===== src/rtl/player_life_manager_pkg.sv =====
// Shared life-bar parameters, FSM encodings and datapath helpers for the player life block
// and the VGA overlay printers.
package player_life_manager_pkg;

  localparam int          LIFE_W                = 10;
  localparam int          MAX_PLAYER_LIFE_POINT = 100;
  localparam logic [11:0] VGA_RGB_NULL          = 12'h000;

  typedef enum logic [1:0] {
    ST_ALIVE  = 2'd0,
    ST_INVULN = 2'd1,
    ST_DEAD   = 2'd2
  } life_state_e;

  // Damage never wraps below zero.
  function automatic logic [LIFE_W-1:0] sat_sub(input logic [LIFE_W-1:0] a,
                                                input logic [7:0]        b);
    logic [LIFE_W-1:0] bw;
    bw = LIFE_W'(b);
    return (a > bw) ? (a - bw) : '0;
  endfunction

endpackage


===== src/rtl/player_life_manager_if.sv =====
// Event inputs from game logic and life/status outputs towards the VGA overlay.
interface player_life_manager_if;
  import player_life_manager_pkg::*;

  logic              frame_tick;
  logic              restart;
  logic              hit_valid;
  logic [7:0]        hit_damage;
  logic              heal_valid;
  logic [7:0]        heal_amount;
  logic [LIFE_W-1:0] life_point;
  logic              is_dead;
  logic              invuln;
  logic              hit_ack;

  modport master (
    output frame_tick, restart, hit_valid, hit_damage, heal_valid, heal_amount,
    input  life_point, is_dead, invuln, hit_ack
  );

  modport slave (
    input  frame_tick, restart, hit_valid, hit_damage, heal_valid, heal_amount,
    output life_point, is_dead, invuln, hit_ack
  );

endinterface


===== src/rtl/player_life_manager_frame_down_counter.sv =====
// Frame-based down-counter: loadable, decrements on frame_tick, saturates at zero.
module frame_down_counter #(
  parameter int W = 6
) (
  input  logic         clk,
  input  logic         rst_n,
  input  logic         clr,
  input  logic         load,
  input  logic [W-1:0] load_val,
  input  logic         tick,
  output logic         zero,
  output logic         last
);

  logic [W-1:0] count_q, count_d;

  always_comb begin
    count_d = count_q;
    if (clr) begin
      count_d = '0;
    end else if (load) begin
      count_d = load_val;
    end else if (tick && (count_q != '0)) begin
      count_d = count_q - W'(1);
    end
  end

  always_ff @(posedge clk or negedge rst_n) begin
    if (!rst_n) begin
      count_q <= '0;
    end else begin
      count_q <= count_d;
    end
  end

  assign zero = (count_q == '0);
  assign last = (count_q == W'(1));

endmodule


===== src/rtl/player_life_manager.sv =====
// Player life owner: hit/heal/regen datapath, ALIVE/INVULN/DEAD FSM and a per-frame
// display latch so the life bar never changes mid-scan.
module player_life_manager
  import player_life_manager_pkg::*;
#(
  parameter int MAX_LIFE      = MAX_PLAYER_LIFE_POINT,
  parameter int START_LIFE    = MAX_PLAYER_LIFE_POINT,
  parameter int INVULN_FRAMES = 60,
  parameter int REGEN_FRAMES  = 120,
  parameter int REGEN_AMOUNT  = 1
) (
  input  logic                  clk,
  input  logic                  rst_n,
  player_life_manager_if.slave  bus
);

  localparam int                INV_W      = $clog2(INVULN_FRAMES + 1);
  localparam int                RGN_W      = $clog2(REGEN_FRAMES + 1);
  localparam int                SUM_W      = LIFE_W + 2;
  localparam logic [LIFE_W-1:0] MAX_L      = LIFE_W'(MAX_LIFE);
  localparam logic [LIFE_W-1:0] START_L    = LIFE_W'(START_LIFE);
  localparam logic [SUM_W-1:0]  REGEN_L    = SUM_W'(REGEN_AMOUNT);
  localparam logic [RGN_W-1:0]  REGEN_LAST = RGN_W'(REGEN_FRAMES - 1);

  life_state_e       state_q, state_d;
  logic [LIFE_W-1:0] life_q, life_d;
  logic [LIFE_W-1:0] life_point_q, life_point_d;
  logic [RGN_W-1:0]  regen_q, regen_d;
  logic              hit_ack_q, hit_ack_d;
  logic              is_dead_q, is_dead_d;
  logic              invuln_q, invuln_d;

  logic              hit_apply, regen_due, inv_zero, inv_last;
  logic [SUM_W-1:0]  sum;
  logic [LIFE_W-1:0] capped, life_res;

  // Heal and regen land first and are clamped, then damage is taken off the clamped value.
  always_comb begin
    hit_apply = (state_q == ST_ALIVE) && bus.hit_valid && (bus.hit_damage != 8'd0);
    regen_due = (state_q == ST_ALIVE) && bus.frame_tick && (regen_q == REGEN_LAST);
    sum = SUM_W'(life_q);
    if (bus.heal_valid && (state_q != ST_DEAD)) begin
      sum = sum + SUM_W'(bus.heal_amount);
    end
    if (regen_due) begin
      sum = sum + REGEN_L;
    end
    capped   = (sum > SUM_W'(MAX_L)) ? MAX_L : sum[LIFE_W-1:0];
    life_res = hit_apply ? sat_sub(capped, bus.hit_damage) : capped;
  end

  frame_down_counter #(.W(INV_W)) u_inv_cnt (
    .clk      (clk),
    .rst_n    (rst_n),
    .clr      (bus.restart),
    .load     (hit_apply && (life_res != '0)),
    .load_val (INV_W'(INVULN_FRAMES)),
    .tick     (bus.frame_tick && (state_q == ST_INVULN)),
    .zero     (inv_zero),
    .last     (inv_last)
  );

  always_ff @(posedge clk or negedge rst_n) begin
    if (!rst_n) begin
      state_q      <= ST_ALIVE;
      life_q       <= START_L;
      life_point_q <= START_L;
      regen_q      <= '0;
      hit_ack_q    <= 1'b0;
      is_dead_q    <= 1'b0;
      invuln_q     <= 1'b0;
    end else begin
      state_q      <= state_d;
      life_q       <= life_d;
      life_point_q <= life_point_d;
      regen_q      <= regen_d;
      hit_ack_q    <= hit_ack_d;
      is_dead_q    <= is_dead_d;
      invuln_q     <= invuln_d;
    end
  end

  always_comb begin
    state_d = state_q;
    if (bus.restart) begin
      state_d = ST_ALIVE;
    end else begin
      case (state_q)
        ST_ALIVE:  if (hit_apply) state_d = (life_res == '0) ? ST_DEAD : ST_INVULN;
        ST_INVULN: if (inv_zero || (bus.frame_tick && inv_last)) state_d = ST_ALIVE;
        ST_DEAD:   state_d = ST_DEAD;
        default:   state_d = ST_ALIVE;
      endcase
    end
  end

  // Display latch takes the pre-update life so the bar trails the real value by one frame.
  always_comb begin
    life_d       = life_q;
    life_point_d = life_point_q;
    regen_d      = regen_q;
    hit_ack_d    = 1'b0;
    is_dead_d    = (state_d == ST_DEAD);
    invuln_d     = (state_d == ST_INVULN);
    if (bus.restart) begin
      life_d       = START_L;
      life_point_d = START_L;
      regen_d      = '0;
    end else begin
      life_d    = life_res;
      hit_ack_d = hit_apply;
      if (bus.frame_tick) begin
        life_point_d = life_q;
      end
      if (hit_apply || regen_due) begin
        regen_d = '0;
      end else if ((state_q == ST_ALIVE) && bus.frame_tick) begin
        regen_d = regen_q + RGN_W'(1);
      end
    end
  end

  assign bus.life_point = life_point_q;
  assign bus.is_dead    = is_dead_q;
  assign bus.invuln     = invuln_q;
  assign bus.hit_ack    = hit_ack_q;

endmodule

===== src/flat_wrapper.sv =====
// flat-port wrapper written by rule: the top's interface ports become plain ports
module player_life_manager_flat import player_life_manager_pkg::*;
#(
  parameter int MAX_LIFE      = MAX_PLAYER_LIFE_POINT,
  parameter int START_LIFE    = MAX_PLAYER_LIFE_POINT,
  parameter int INVULN_FRAMES = 60,
  parameter int REGEN_FRAMES  = 120,
  parameter int REGEN_AMOUNT  = 1
)
  (clk, rst_n, bus_frame_tick, bus_restart, bus_hit_valid, bus_hit_damage, bus_heal_valid, bus_heal_amount, bus_life_point, bus_is_dead, bus_invuln, bus_hit_ack);
  player_life_manager_if bus_i ();
  input  logic clk;
  input  logic rst_n;
  input wire logic [$bits(bus_i.frame_tick)-1:0] bus_frame_tick;
  input wire logic [$bits(bus_i.restart)-1:0] bus_restart;
  input wire logic [$bits(bus_i.hit_valid)-1:0] bus_hit_valid;
  input wire logic [$bits(bus_i.hit_damage)-1:0] bus_hit_damage;
  input wire logic [$bits(bus_i.heal_valid)-1:0] bus_heal_valid;
  input wire logic [$bits(bus_i.heal_amount)-1:0] bus_heal_amount;
  output wire logic [$bits(bus_i.life_point)-1:0] bus_life_point;
  output wire logic [$bits(bus_i.is_dead)-1:0] bus_is_dead;
  output wire logic [$bits(bus_i.invuln)-1:0] bus_invuln;
  output wire logic [$bits(bus_i.hit_ack)-1:0] bus_hit_ack;
  assign bus_i.frame_tick = bus_frame_tick;
  assign bus_i.restart = bus_restart;
  assign bus_i.hit_valid = bus_hit_valid;
  assign bus_i.hit_damage = bus_hit_damage;
  assign bus_i.heal_valid = bus_heal_valid;
  assign bus_i.heal_amount = bus_heal_amount;
  assign bus_life_point = bus_i.life_point;
  assign bus_is_dead = bus_i.is_dead;
  assign bus_invuln = bus_i.invuln;
  assign bus_hit_ack = bus_i.hit_ack;
  player_life_manager #(.MAX_LIFE(MAX_LIFE), .START_LIFE(START_LIFE), .INVULN_FRAMES(INVULN_FRAMES), .REGEN_FRAMES(REGEN_FRAMES), .REGEN_AMOUNT(REGEN_AMOUNT)) u_core (.clk(clk), .rst_n(rst_n), .bus(bus_i));
endmodule

===== config.mk =====
export PLATFORM = sky130hd
export DESIGN_NAME = player_life_manager_flat
export DESIGN_NICKNAME = d
export VERILOG_FILES = /design/src/rtl/player_life_manager_pkg.sv /design/src/rtl/player_life_manager_if.sv /design/src/rtl/player_life_manager_frame_down_counter.sv /design/src/rtl/player_life_manager.sv /design/src/flat_wrapper.sv
export SDC_FILE = /design/constraint.sdc
export NUM_CORES = 1
export LEC_CHECK = 0
export BUFFER_PORTS_ARGS = -buffer_cell sky130_fd_sc_hd__buf_4
export CAP_MARGIN = 20
export CORE_MARGIN = 4
export CORE_UTILIZATION = 40
export DETAILED_ROUTE_END_ITERATION = 12
export HOLD_SLACK_MARGIN = 0.06
export PLACE_DENSITY = 0.57
export SYNTH_ARGS = -nofsm -noshare
export SYNTH_HDL_FRONTEND = slang
export SYNTH_SLANG_ARGS = --single-unit
export TNS_END_PERCENT = 1

===== constraint.sdc =====
create_clock -name clk -period 5.5 [get_ports clk]
set_input_delay 1.375 -clock clk [delete_from_list [all_inputs] [get_ports clk]]
set_output_delay 1.375 -clock clk [all_outputs]
set_load 0.1 [all_outputs]

==> flow_metrics.py <==
metrics = {
    "run_status": {
        "status": "finished with violations",
        "violations": "negative setup slack",
    },
    "detailed_routing": {
        "routedWlPerCell_um": 15.5,
        "drt_pass1_iterations": 4,
        "drtIter0Drc": 75,
        "final_antenna_net_count": 0,
        "drt-total-wl_mm": 8.58,
        "drc": 0,
        "avgViaCountPerCell": 5.39,
        "vias": 2988,
    },
    "global_routing": {
        "antenna_found_initial": 0,
        "grt_pass1_vias": 3001,
        "overflow": 0,
        "grt_pass1_wl_mm": 14.4,
        "grtUsageTotal_pct": 18.4,
        "grt_max_degree": 39,
    },
    "timing": {
        "fin_crit_sh_pct": 107,
        "max_freq_mhz": 171,
        "fin_ws_ns": -0.363,
        "timing.hold.ws_ns": 0.531,
        "tns_ns": -5.62,
        "fin_skew_ns": 0.00441,
        "fin_crit_ns": 5.86,
        "max-slew-margin-rel_pct": 37.1,
        "tightest_slew_ns": 0.920,
        "setup_violations": 19,
        "rsz0062_at_grt": "true",
        "drv_slew": 0,
        "hold_viol": 0,
    },
    "synth": {
        "ys_types": 69,
        "netlist_instances": 357,
        "yosys_warnings": 0,
        "ys.flop_type": "dfrtp_1",
        "syn_area_per_cell_sq_um": 8.82,
        "netlist_area_sq_mm": 0.00315,
        "synth_edf_count": 0,
        "synth_top_area_cell": "dfrtp_1",
        "synth_top_area_share_pct": 25.4,
        "seq_area_frac_synth_pct": 30.4,
        "async_reset_ff_share_pct": 100,
        "synth_area_leaders": "dfrtp_1 25%, ha_1 7.5%, dfstp_2 5.0%",
        "ys_seq_elements": 38,
    },
    "final_layout": {
        "synthToLayoutAreaGrowth_pct": 33.5,
        "final_common_cell": "buf_4",
        "drive_gt1_share_pct": 31.6,
        "layout_common_cells": "97 x buf_4, 33 x nor2_1, 32 x dfrtp_1",
        "nets": 494,
        "diodes": 0,
    },
    "worst_setup_path": {
        "crit_required_ns": 5.72,
        "cp_max_fo": 4,
        "crit_path_end_kind": "flop",
        "worstPathArrival_ns": 6.08,
        "cp_slowest_cell": "or4_4",
        "worst_path_most_repeated_cell": "inv_1",
        "path_class": "input port to flop",
        "max_stage_delay_ns": 0.53,
        "crit_path_start_kind": "input port",
    },
    "floorplanning": {
        "start_util_pct": 41.0,
        "num_io_pins": 35,
        "dieArea_sq_mm": 0.00936,
        "die_h_um": 96.7,
        "dieWidth_um": 96.7,
        "rows": 32,
        "coreArea_sq_mm": 0.00769,
    },
    "worst_hold_path": {
        "worstHoldPathType": "flop to flop",
    },
    "clock_network": {
        "clock_sinks": 38,
        "cts-root-buf": "clkbuf_8",
        "cts_inserted_buffers": 5,
        "clk_latency_ns": 0.29,
        "cts_buffer_depth": 2,
        "cts_tree": "done",
        "hold_buffers": 0,
        "clk_pin_slew_ns": 0.08,
        "cts_max_level": 2,
    },
    "placement": {
        "globalplace.congestion": 0.885,
        "numPortBuffers": 34,
        "dp.final_hpwl_mm": 6.54,
    },
    "pwr": {
        "irDropWorstVdd_uv": 106,
        "finalPower_mw": 1.18,
        "power.density_mw_per_mm2": 280,
        "p_leak_nw": 1.99,
    },
    "job": {
        "maxCapViolations": 0,
    },
}
[final timing paths]
| check | cells past startpoint | slack [ns] | from | to |
|---|---|---|---|---|
| max in group asynchronous | 1 | 4.09 | rst_n | u_core.life_q[2]$_DFF_PN1_ |
| max reg2reg | 24 | 0.40 | u_core.life_q[0]$_DFF_PN0_ | u_core.life_q[2]$_DFF_PN1_ |
| min reg2reg | 2 | 0.53 | u_core.bus.life_point[9]$_DFFE_PN0P_ | u_core.bus.life_point[9]$_DFFE_PN0P_ |
| min in group asynchronous | 1 | 1.05 | rst_n | u_core.regen_q[6]$_DFFE_PN0P_ |
| max | 25 | -0.36 | bus_heal_amount[0] | u_core.life_q[2]$_DFF_PN1_ |
| min | 2 | 0.53 | u_core.bus.life_point[9]$_DFFE_PN0P_ | u_core.bus.life_point[9]$_DFFE_PN0P_ |
[sequential cells by signal, summed over array words and instances, names as in the netlist]
name / flops
u_core.u_inv_cnt.count_q: 6
u_core.state_q: 2
u_core.regen_q: 7
u_core.bus.is_dead: 1
u_core.bus.life_point: 10
u_core.bus.invuln: 1
u_core.bus.hit_ack: 1
u_core.life_q: 10
[routing by layer]
layer  up-vias  global-route usage (%)  part of all wire [%]
li1       1509                       -                     -
met1      1403                    24.8                    47
met2        66                    30.7                    47
met3        10                    2.67                   3.5
met4         0                    4.97                   1.9
met5         -                       0                     0
[repair_timing]
action                     4_1_cts  5_1_grt
pin swaps                       12        4
buffers inserted                 1        0
setup endpoints to repair       19       19
resized for setup                8        7
[worst max-delay path, delay by kind of cell]
| kind | cells | cell delay [ns] |
|---|---|---|
| AOI/OAI and AO/OA | 9 | 1.93 |
| adders and majority gates | 5 | 1.30 |
| buffers and inverters | 5 | 0.40 |
| and+or+nand+nor | 6 | 1.08 |
[cells in the mapped netlist, types with 4 or more instances]
cell type,number
nor2_1,33
dfrtp_1,32
a21oi_1,24
nand2_1,20
ha_1,19
inv_1,17
o21ai_0,14
nand3_1,12
xnor2_1,12
xor2_1,12
a21o_1,10
and2_1,10
mux2i_1,9
nor4_1,9
clkbuf_1,8
a31oi_1,7
dfstp_2,6
nor3_1,6
nor3b_1,6
a211o_1,5
a211oi_1,5
o211a_1,5
nor2b_1,4
o21ai_1,4
[where the power goes]
group          switching, mW  leakage [nW]  internal [mW]
logic                  0.322          1.43          0.275
clock network          0.102        0.0585          0.148
registers             0.0238         0.501          0.305
[through the flow]
step                      setup slack, ns  utilization, %  std cells  cell area, sq um
after floorplan                    -0.498               -        358              3190
after global placement             -0.827            52.0        545              4000
after detailed placement           -0.876            52.0        545              4000
after CTS                          -0.341            54.1        554              4160
after global routing               -0.599            54.7        554              4200
final                              -0.363            54.7        554              4200
[area by class of cell]
| class | count | area, sq um |
|---|---|---|
| Fill cell | 736 | 3480 |
| Multi-Input combinational cell | 291 | 2200 |
| Sequential cell | 38 | 958 |
| Timing Repair Buffer | 98 | 739 |
| Tap cell | 102 | 128 |
| Clock buffer | 7 | 86.3 |
| Inverter | 17 | 63.8 |
| Clock inverter | 1 | 30.0 |
[cells by family (layout without fill, tap and decap cells)]
family	count (synthesis)	in the layout	share of synthesized area [%]
compound gates	99	99	22.0
buf+inv	29	123	3.73
flops	38	38	30.4
xor+xnor	25	25	7.39
simple gates	131	131	23.3
fa+ha+maj	22	22	9.14
other cells	1	2	0.119
mux	12	12	3.93
No activity file was read; power rests on OpenSTA's default activity.
